`src/rtl/envelope_generator.sv`:
```
// Per-channel amplitude envelope: walks a {amp, hold} step table in the shared
// sound ROM, holding each step for its hold count of ticks until a terminator.
module envelope_generator #(
    parameter int ADDR_WIDTH = 8,
    parameter int AMP_WIDTH  = 4
) (
    input  logic                  i_clk,
    input  logic                  i_rst,
    input  logic                  i_enable,
    input  logic                  i_load,
    input  logic [ADDR_WIDTH-1:0] i_envelope_base,
    output logic                  o_rom_rd,
    output logic [ADDR_WIDTH-1:0] o_rom_addr,
    input  logic [7:0]            i_rom_data,
    output logic [AMP_WIDTH-1:0]  o_amplitude,
    output logic                  o_done,
    output logic                  o_valid
);

    typedef enum logic [2:0] {
        IDLE,
        ADVANCE,
        FETCH,
        WAIT_ROM,
        VALID
    } state_t;

    state_t                state_q;
    logic [ADDR_WIDTH-1:0] ptr_q;
    logic [ADDR_WIDTH-1:0] addr_q;
    logic [3:0]            hold_q;
    logic [AMP_WIDTH-1:0]  amp_q;
    logic                  done_q;
    logic                  valid_q;
    logic                  rd_q;

    always_ff @(posedge i_clk or posedge i_rst) begin
        if (i_rst) begin
            state_q <= IDLE;
            ptr_q   <= '0;
            addr_q  <= '0;
            hold_q  <= '0;
            amp_q   <= '0;
            done_q  <= 1'b1;
            valid_q <= 1'b0;
            rd_q    <= 1'b0;
        end else begin
            rd_q    <= 1'b0;
            valid_q <= 1'b0;
            case (state_q)
                IDLE: begin
                    if (i_enable) begin
                        if (i_load) begin
                            ptr_q   <= i_envelope_base;
                            addr_q  <= i_envelope_base;
                            rd_q    <= 1'b1;
                            done_q  <= 1'b0;
                            state_q <= FETCH;
                        end else begin
                            state_q <= ADVANCE;
                        end
                    end
                end
                ADVANCE: begin
                    // A zero hold while not done cannot arise; treat it like sustain.
                    if (done_q || hold_q == 4'd0) begin
                        valid_q <= 1'b1;
                        state_q <= VALID;
                    end else if (hold_q > 4'd1) begin
                        hold_q  <= hold_q - 4'd1;
                        valid_q <= 1'b1;
                        state_q <= VALID;
                    end else begin
                        ptr_q   <= ptr_q + 1'b1;
                        addr_q  <= ptr_q + 1'b1;
                        rd_q    <= 1'b1;
                        state_q <= FETCH;
                    end
                end
                FETCH: begin
                    state_q <= WAIT_ROM;
                end
                WAIT_ROM: begin
                    amp_q   <= i_rom_data[7:4];
                    hold_q  <= i_rom_data[3:0];
                    done_q  <= (i_rom_data[3:0] == 4'd0);
                    valid_q <= 1'b1;
                    state_q <= VALID;
                end
                VALID: begin
                    state_q <= IDLE;
                end
                default: begin
                    state_q <= IDLE;
                end
            endcase
        end
    end

    assign o_rom_rd    = rd_q;
    assign o_rom_addr  = addr_q;
    assign o_amplitude = amp_q;
    assign o_done      = done_q;
    assign o_valid     = valid_q;

endmodule

```
`config.mk`:
```
export PLATFORM = sky130hd
export DESIGN_NAME = envelope_generator
export DESIGN_NICKNAME = d
export VERILOG_FILES = /design/src/rtl/envelope_generator.sv
export SDC_FILE = /design/constraint.sdc
export NUM_CORES = 1
export LEC_CHECK = 0
export BUFFER_PORTS_ARGS = -buffer_cell sky130_fd_sc_hd__buf_2
export CAP_MARGIN = 5
export CORE_MARGIN = 2
export CORE_UTILIZATION = 35
export DETAILED_ROUTE_END_ITERATION = 16
export PLACE_DENSITY_LB_ADDON = 0.05
export SETUP_SLACK_MARGIN = 0.3
export SYNTH_ARGS = -nofsm -noshare
export SYNTH_HDL_FRONTEND = slang
export SYNTH_SLANG_ARGS = --single-unit
```
`constraint.sdc`:
```
create_clock -name i_clk -period 1.9 [get_ports i_clk]
set_input_delay 0.285 -clock i_clk [delete_from_list [all_inputs] [get_ports i_clk]]
set_output_delay 0.285 -clock i_clk [all_outputs]
set_load 0.005 [all_outputs]
```
==> results of run 1 <==
## cell type report
cell class                      instances  area (um^2)  share of cell area [%]
Clock buffer                            3        22.52                   1.337
Clock inverter                          1        30.03                   1.783
Inverter                               10        40.04                   2.377
Multi-Input combinational cell        103        724.4                   43.02
Sequential cell                        22        554.3                   32.91
Tap cell                               46        57.56                   3.418
Timing Repair Buffer                   45        255.2                   15.16
## worst reg2reg max path: stages, from the launching register on
cell and delay, ps:
dfrtp_1 430, inv_4 80, ha_4 170, or3_4 390
a21oi_4 200, o21ai_0 100, a22oi_1 190
## final timing paths
| check | start | endpoint | slack, ps | cells past startpoint |
|---|---|---|---|---|
| worst min-delay path | i_rom_data[2] | o_done | 150 | 2 |
| worst max register to register | hold_q[1] | hold_q[0] | 270 | 6 |
| worst max-delay path | hold_q[1] | hold_q[0] | 270 | 6 |
| min in group asynchronous | i_rst | o_amplitude[1] | 540 | 4 |
| worst min register to register | o_rom_addr[7] | o_rom_addr[7] | 520 | 1 |
| max in group asynchronous | i_rst | o_done | 1080 | 4 |
## layer usage
metal / part of all wire (%) / vias up / global-route usage [%]
li1: - / 596 / -
met1: 46 / 568 / 22.54
met2: 49 / 36 / 28.26
met3: 4.7 / 2 / 2.113
met4: 0.57 / 0 / 4.076
met5: 0 / - / 0
## synthesized netlist by cell type (all sizes together)
cell	instances
a21oi	18
a22oi	2
a31oi	2
a41oi	1
and4	1
buf	3
clkbuf	2
dfrtp	21
dfstp	1
ha	4
inv	10
mux2	4
nand2	13
nand2b	1
nand3	8
nand3b	1
nand4	2
nor2	13
nor2b	1
nor3	3
nor4	2
o211ai	2
o21ai	10
o22ai	2
o311ai	1
o31a	1
o31ai	2
o41a	1
or3	5
or4	2
## where the power goes
group / internal, W / switching (W) / total, W
logic: 0.000688 / 0.000812 / 0.00150
clock network: 0.000213 / 0.000152 / 0.000365
registers: 0.000701 / 0.000246 / 0.000947
## flip-flops by register name, summed over array words and instances, names as in the netlist
name	flops
o_rom_addr	8
hold_q	4
o_amplitude	4
state_q	3
o_done	1
o_rom_rd	1
o_valid	1
## per-stage QoR
stage | instance area, um^2 | power (W)
3_5_place_dp | 1503 | 0.002226
4_1_cts | 1638 | 0.002724
5_1_grt | 1684 | 0.003085
3_3_place_gp | 1503 | 0.002188
6_report | 1684 | 0.002812
2_1_floorplan | 1274 | 0.001814
## logic make-up (layout without fill, tap and decap cells)
family / count (synthesis) / after routing / share of synthesized area [%]
and+or+nand+nor: 52 / 52 / 22.66
AOI/OAI and AO/OA: 42 / 43 / 20.68
DFF: 22 / 22 / 43.84
buffers and inverters: 15 / 59 / 5.267
adders and majority gates: 4 / 4 / 3.976
muxes: 4 / 4 / 3.578
## timing repair
action                                  in CTS  in global routing
endpoints found under the setup margin       6                 18
cloned                                       1                  0
endpoints found under the hold margin       21                  0
hold buffers                                 1                  0
setup buffers                                5                  1
gates resized for setup                      5                 13
pin swaps                                    9                  5
==> impl_metrics.env, run 1 <==
export IMPL_ctsRootBufferMaster="clkbuf_4"
export IMPL_drt_total_wl_um=3157
export IMPL_p_leak_nw=0.7349
export IMPL_worstSetupPathType="reg -> reg"
export IMPL_pin_count=35
export IMPL_die_w_um=63.97
export IMPL_detail_route_wl_per_cell_um=13.73
export IMPL_synthTopCellsByArea="dfrtp_1 42%, a21oi_1 6.8%, ha_1 4.0%"
export IMPL_status="finished clean"
export IMPL_hold_path_class="in -> reg"
export IMPL_clk_path_buf_depth=2
export IMPL_n_antenna_cell=0
export IMPL_grt_max_degree=23
export IMPL_viasPerCell=5.226
export IMPL_placedCellCount=218
export IMPL_seq_area_frac_synth_pct=43.84
export IMPL_grt_pass1_vias=1182
export IMPL_chipHeight_um=63.97
export IMPL_drv_slew=0
export IMPL_drive_gt1_share_pct=41.30
export IMPL_fillers=314
export IMPL_globalplace_congestion=0.7643
export IMPL_drt_pass1_iter_count=4
export IMPL_ys_seq_elements=22
export IMPL_die_area_um2=4092
export IMPL_final_cell_mix="34 x buf_2, 19 x dfrtp_1, 13 x a21oi_1, 12 x nand2_1, 10 x buf_4"
export IMPL_crit_arrival_ps=1870
export IMPL_yosysTopAreaCell="dfrtp_1"
export IMPL_synthDistinctLibCells=35
export IMPL_antenna_found_initial=0
export IMPL_drtIter0Drc=53
export IMPL_portBuffers=34
export IMPL_final_antenna_net_count=0
export IMPL_hold_viol=0
export IMPL_fmax_mhz=613.5
export IMPL_clkTransAtPathRegs_ps=130
export IMPL_synthCells=139
export IMPL_maxSlewHeadroom_pct=76.06
export IMPL_post_route_util_pct=49.69
export IMPL_syn_nets=163
export IMPL_h_tree_depth=1
export IMPL_overflow=0
export IMPL_fin_crit_sh_pct=85.80
export IMPL_layout_setup_ws_ps=269.9
export IMPL_irDropWorstVdd_mv=0.6208
export IMPL_syn_area_um2=1259
export IMPL_setup_viol=0
export IMPL_track_usage_pct=16.69
export IMPL_hold_slack_ps=145.5
export IMPL_powerDensity_nw_per_um2=1670
export IMPL_initial_utilization_pct=37.14
export IMPL_crit_path_start_kind="flop"
export IMPL_cts_made_buffers=3
export IMPL_cp_slowest_cell="dfrtp_1"
export IMPL_stdcell_count=230
export IMPL_path_buf_inv=1
export IMPL_worstPathCellList="inv_4, ha_4, or3_4, a21oi_4, o21ai_0, a22oi_1"
export IMPL_grt_pass1_wl_um=5471
export IMPL_finalCriticalPeriod_ps=1630
export IMPL_worst_pin_slew_ps=359.1
export IMPL_path_delay_family="compound AO/OA/AOI/OAI gates"
export IMPL_rsz0062_at_grt="true"
export IMPL_end_kind="flop"
export IMPL_fin_nets=209
export IMPL_setup_tns_ps=0
export IMPL_vias=1202
export IMPL_synth_top_area_share_pct=41.75
export IMPL_critPathMaxStageDelay_ps=430
export IMPL_drc=0
export IMPL_place_hpwl_um=2217
export IMPL_mostFrequentLayoutCell="buf_2"
export IMPL_critPathRequiredTime_ps=2140
export IMPL_crit_fanout=4
export IMPL_insertion_delay_ps=310
export IMPL_avgSynthCellArea_um2=9.055
export IMPL_areaGrowthSynthToFinish_pct=33.80
export IMPL_num_rows=21
export IMPL_ys_warn_count=0
export IMPL_dp_slack_ps=170.2
export IMPL_maxCapViolations=0
export IMPL_skew_ps=6.054
export IMPL_cts_tree="yes"
export IMPL_cts_sinks=22
export IMPL_core_area_um2=3390
Note: power is estimated with default switching activity, not from simulation.
==> run 2, diff against run 1 <==
==> constraint.sdc (replaced) <==
create_clock -name i_clk -period 1.9 [get_ports i_clk]
set_input_delay 0.095 -clock i_clk [delete_from_list [all_inputs] [get_ports i_clk]]
set_output_delay 0.095 -clock i_clk [all_outputs]
set_load 0.005 [all_outputs]
==> impl_metrics.env, run 2 (synthesized netlist as in run 1, its figures left out) <==
export IMPL_status="finished clean"
export IMPL_overflow=0
export IMPL_skew_ps=5.963
export IMPL_p_leak_nw=0.7683
export IMPL_fillers=305
export IMPL_detail_route_wl_per_cell_um=13.61
export IMPL_timing_rr_start="hold_q[1]"
export IMPL_fmax_mhz=619.1
export IMPL_grt_pass1_wl_um=5582
export IMPL_drv_slew=0
export IMPL_hold_start="i_envelope_base[1]"
export IMPL_n_antenna_cell=0
export IMPL_crit_arrival_ps=1870
export IMPL_r2r_cells=7
export IMPL_drt_total_wl_um=3240
export IMPL_rsz0062_at_grt="true"
export IMPL_areaGrowthSynthToFinish_pct=40.16
export IMPL_clk_path_buf_depth=2
export IMPL_maxSlewHeadroom_pct=76.05
export IMPL_finalCriticalPeriod_ps=1615
export IMPL_worst_pin_slew_ps=359.2
export IMPL_drtIter0Drc=44
export IMPL_h_tree_depth=1
export IMPL_stdcell_count=238
export IMPL_final_antenna_net_count=0
export IMPL_die_w_um=63.97
export IMPL_cts_tree="yes"
export IMPL_placed_cell_area_um2=1503
export IMPL_design_area_um2=1764
export IMPL_powerDensity_nw_per_um2=1603
export IMPL_crit_fanout=4
export IMPL_grt_pass1_vias=1222
export IMPL_drive_gt1_share_pct=39.58
export IMPL_globalplace_congestion=0.7643
export IMPL_insertion_delay_ps=310
export IMPL_fin_crit_sh_pct=85.02
export IMPL_pin_count=35
export IMPL_critPathRequiredTime_ps=2160
export IMPL_viasPerCell=5.172
export IMPL_chipHeight_um=63.97
export IMPL_crit_path_start_kind="flop"
export IMPL_hold_slack_ps=19.79
export IMPL_clkTransAtPathRegs_ps=130
export IMPL_core_area_um2=3390
export IMPL_final_cell_mix="34 x buf_2, 19 x dfrtp_1, 13 x a21oi_1, 12 x nand2_1, 10 x buf_4"
export IMPL_setup_viol=0
export IMPL_placedCellCount=218
export IMPL_antenna_found_initial=0
export IMPL_irDropWorstVdd_mv=0.6213
export IMPL_r2r_setup_slack_ps=280
export IMPL_place_hpwl_um=2217
export IMPL_mostFrequentLayoutCell="buf_2"
export IMPL_setup_tns_ps=0
export IMPL_track_usage_pct=16.99
export IMPL_num_rows=21
export IMPL_hold_path_class="in -> reg"
export IMPL_hold_viol=0
export IMPL_largest_reg_flops=8
export IMPL_vias=1231
export IMPL_die_area_um2=4092
export IMPL_drc=0
export IMPL_ctsRootBufferMaster="clkbuf_4"
export IMPL_hold_path_depth=3
export IMPL_portBuffers=34
export IMPL_cp_startpoint="hold_q[1]"
export IMPL_cts_sinks=22
export IMPL_drt_pass1_iter_count=4
export IMPL_worstSetupPathType="reg -> reg"
export IMPL_maxCapViolations=0
export IMPL_r2r_end="o_rom_addr[6]"
export IMPL_fin_nets=217
export IMPL_post_route_util_pct=52.05
export IMPL_initial_utilization_pct=37.14
export IMPL_hold_path_end="o_rom_addr[1]"
export IMPL_cts_made_buffers=3
export IMPL_grt_max_degree=23
export IMPL_end_kind="flop"
run 2: timing repair:
item | CTS | global route
hold endpoints to repair | 27 | 1
hold buffers | 8 | 1
cloned | 1 | 0
gates resized for setup | 5 | 13
setup buffers | 5 | 1
setup endpoints to repair | 6 | 18
pin swaps | 9 | 5
run 2: layout make-up:
type	count	area (um^2)	area share, %
clock inverter	1	30.03	1.702
sequential	22	554.3	31.42
clock buffer	3	22.52	1.277
tap	46	57.56	3.262
inverter	10	40.04	2.270
multi-input combinational	103	724.4	41.06
timing repair buffer	53	335.3	19.01
run 2: worst max-delay path, cell delays in order (launching register included):
cell and delay [ps]:
dfrtp_1 440, inv_4 120, ha_4 150, nor2_2 50, nor3_1 160, nand4_1 150
or4_1 420, nand3_1 80
run 2: layer usage:
layer	global-route usage (%)	vias to the layer above	wire [um]
met5	0	-	0
met4	4.076	0	18
met3	2.113	2	110
met2	29.30	24	1627
met1	22.54	593	1484
li1	-	612	-
run 2: worst max-delay path by stage:
stage | endpoint | slack [ps]
after floorplan | o_rom_addr[7] | 260
after global placement | o_rom_addr[7] | 210
after detailed placement | o_rom_addr[7] | 170
after CTS | o_rom_addr[7] | 230
after global routing | o_rom_addr[7] | 180
final | o_rom_addr[6] | 280
run 2: report_power, final:
part | total [W] | internal [W] | switching, W
Clock | 0.000365 | 0.000213 | 0.000152
Combinational | 0.00151 | 0.000699 | 0.000816
Sequential | 0.000948 | 0.000701 | 0.000247
run 2: metrics by stage:
stage | setup WS (ps) | total power [W]
detailed placement | 170.2 | 0.002226
global placement | 207.8 | 0.002188
global route | 182.2 | 0.003098
CTS | 233.3 | 0.002735
floorplan | 262.9 | 0.001814
finish | 284.7 | 0.002827
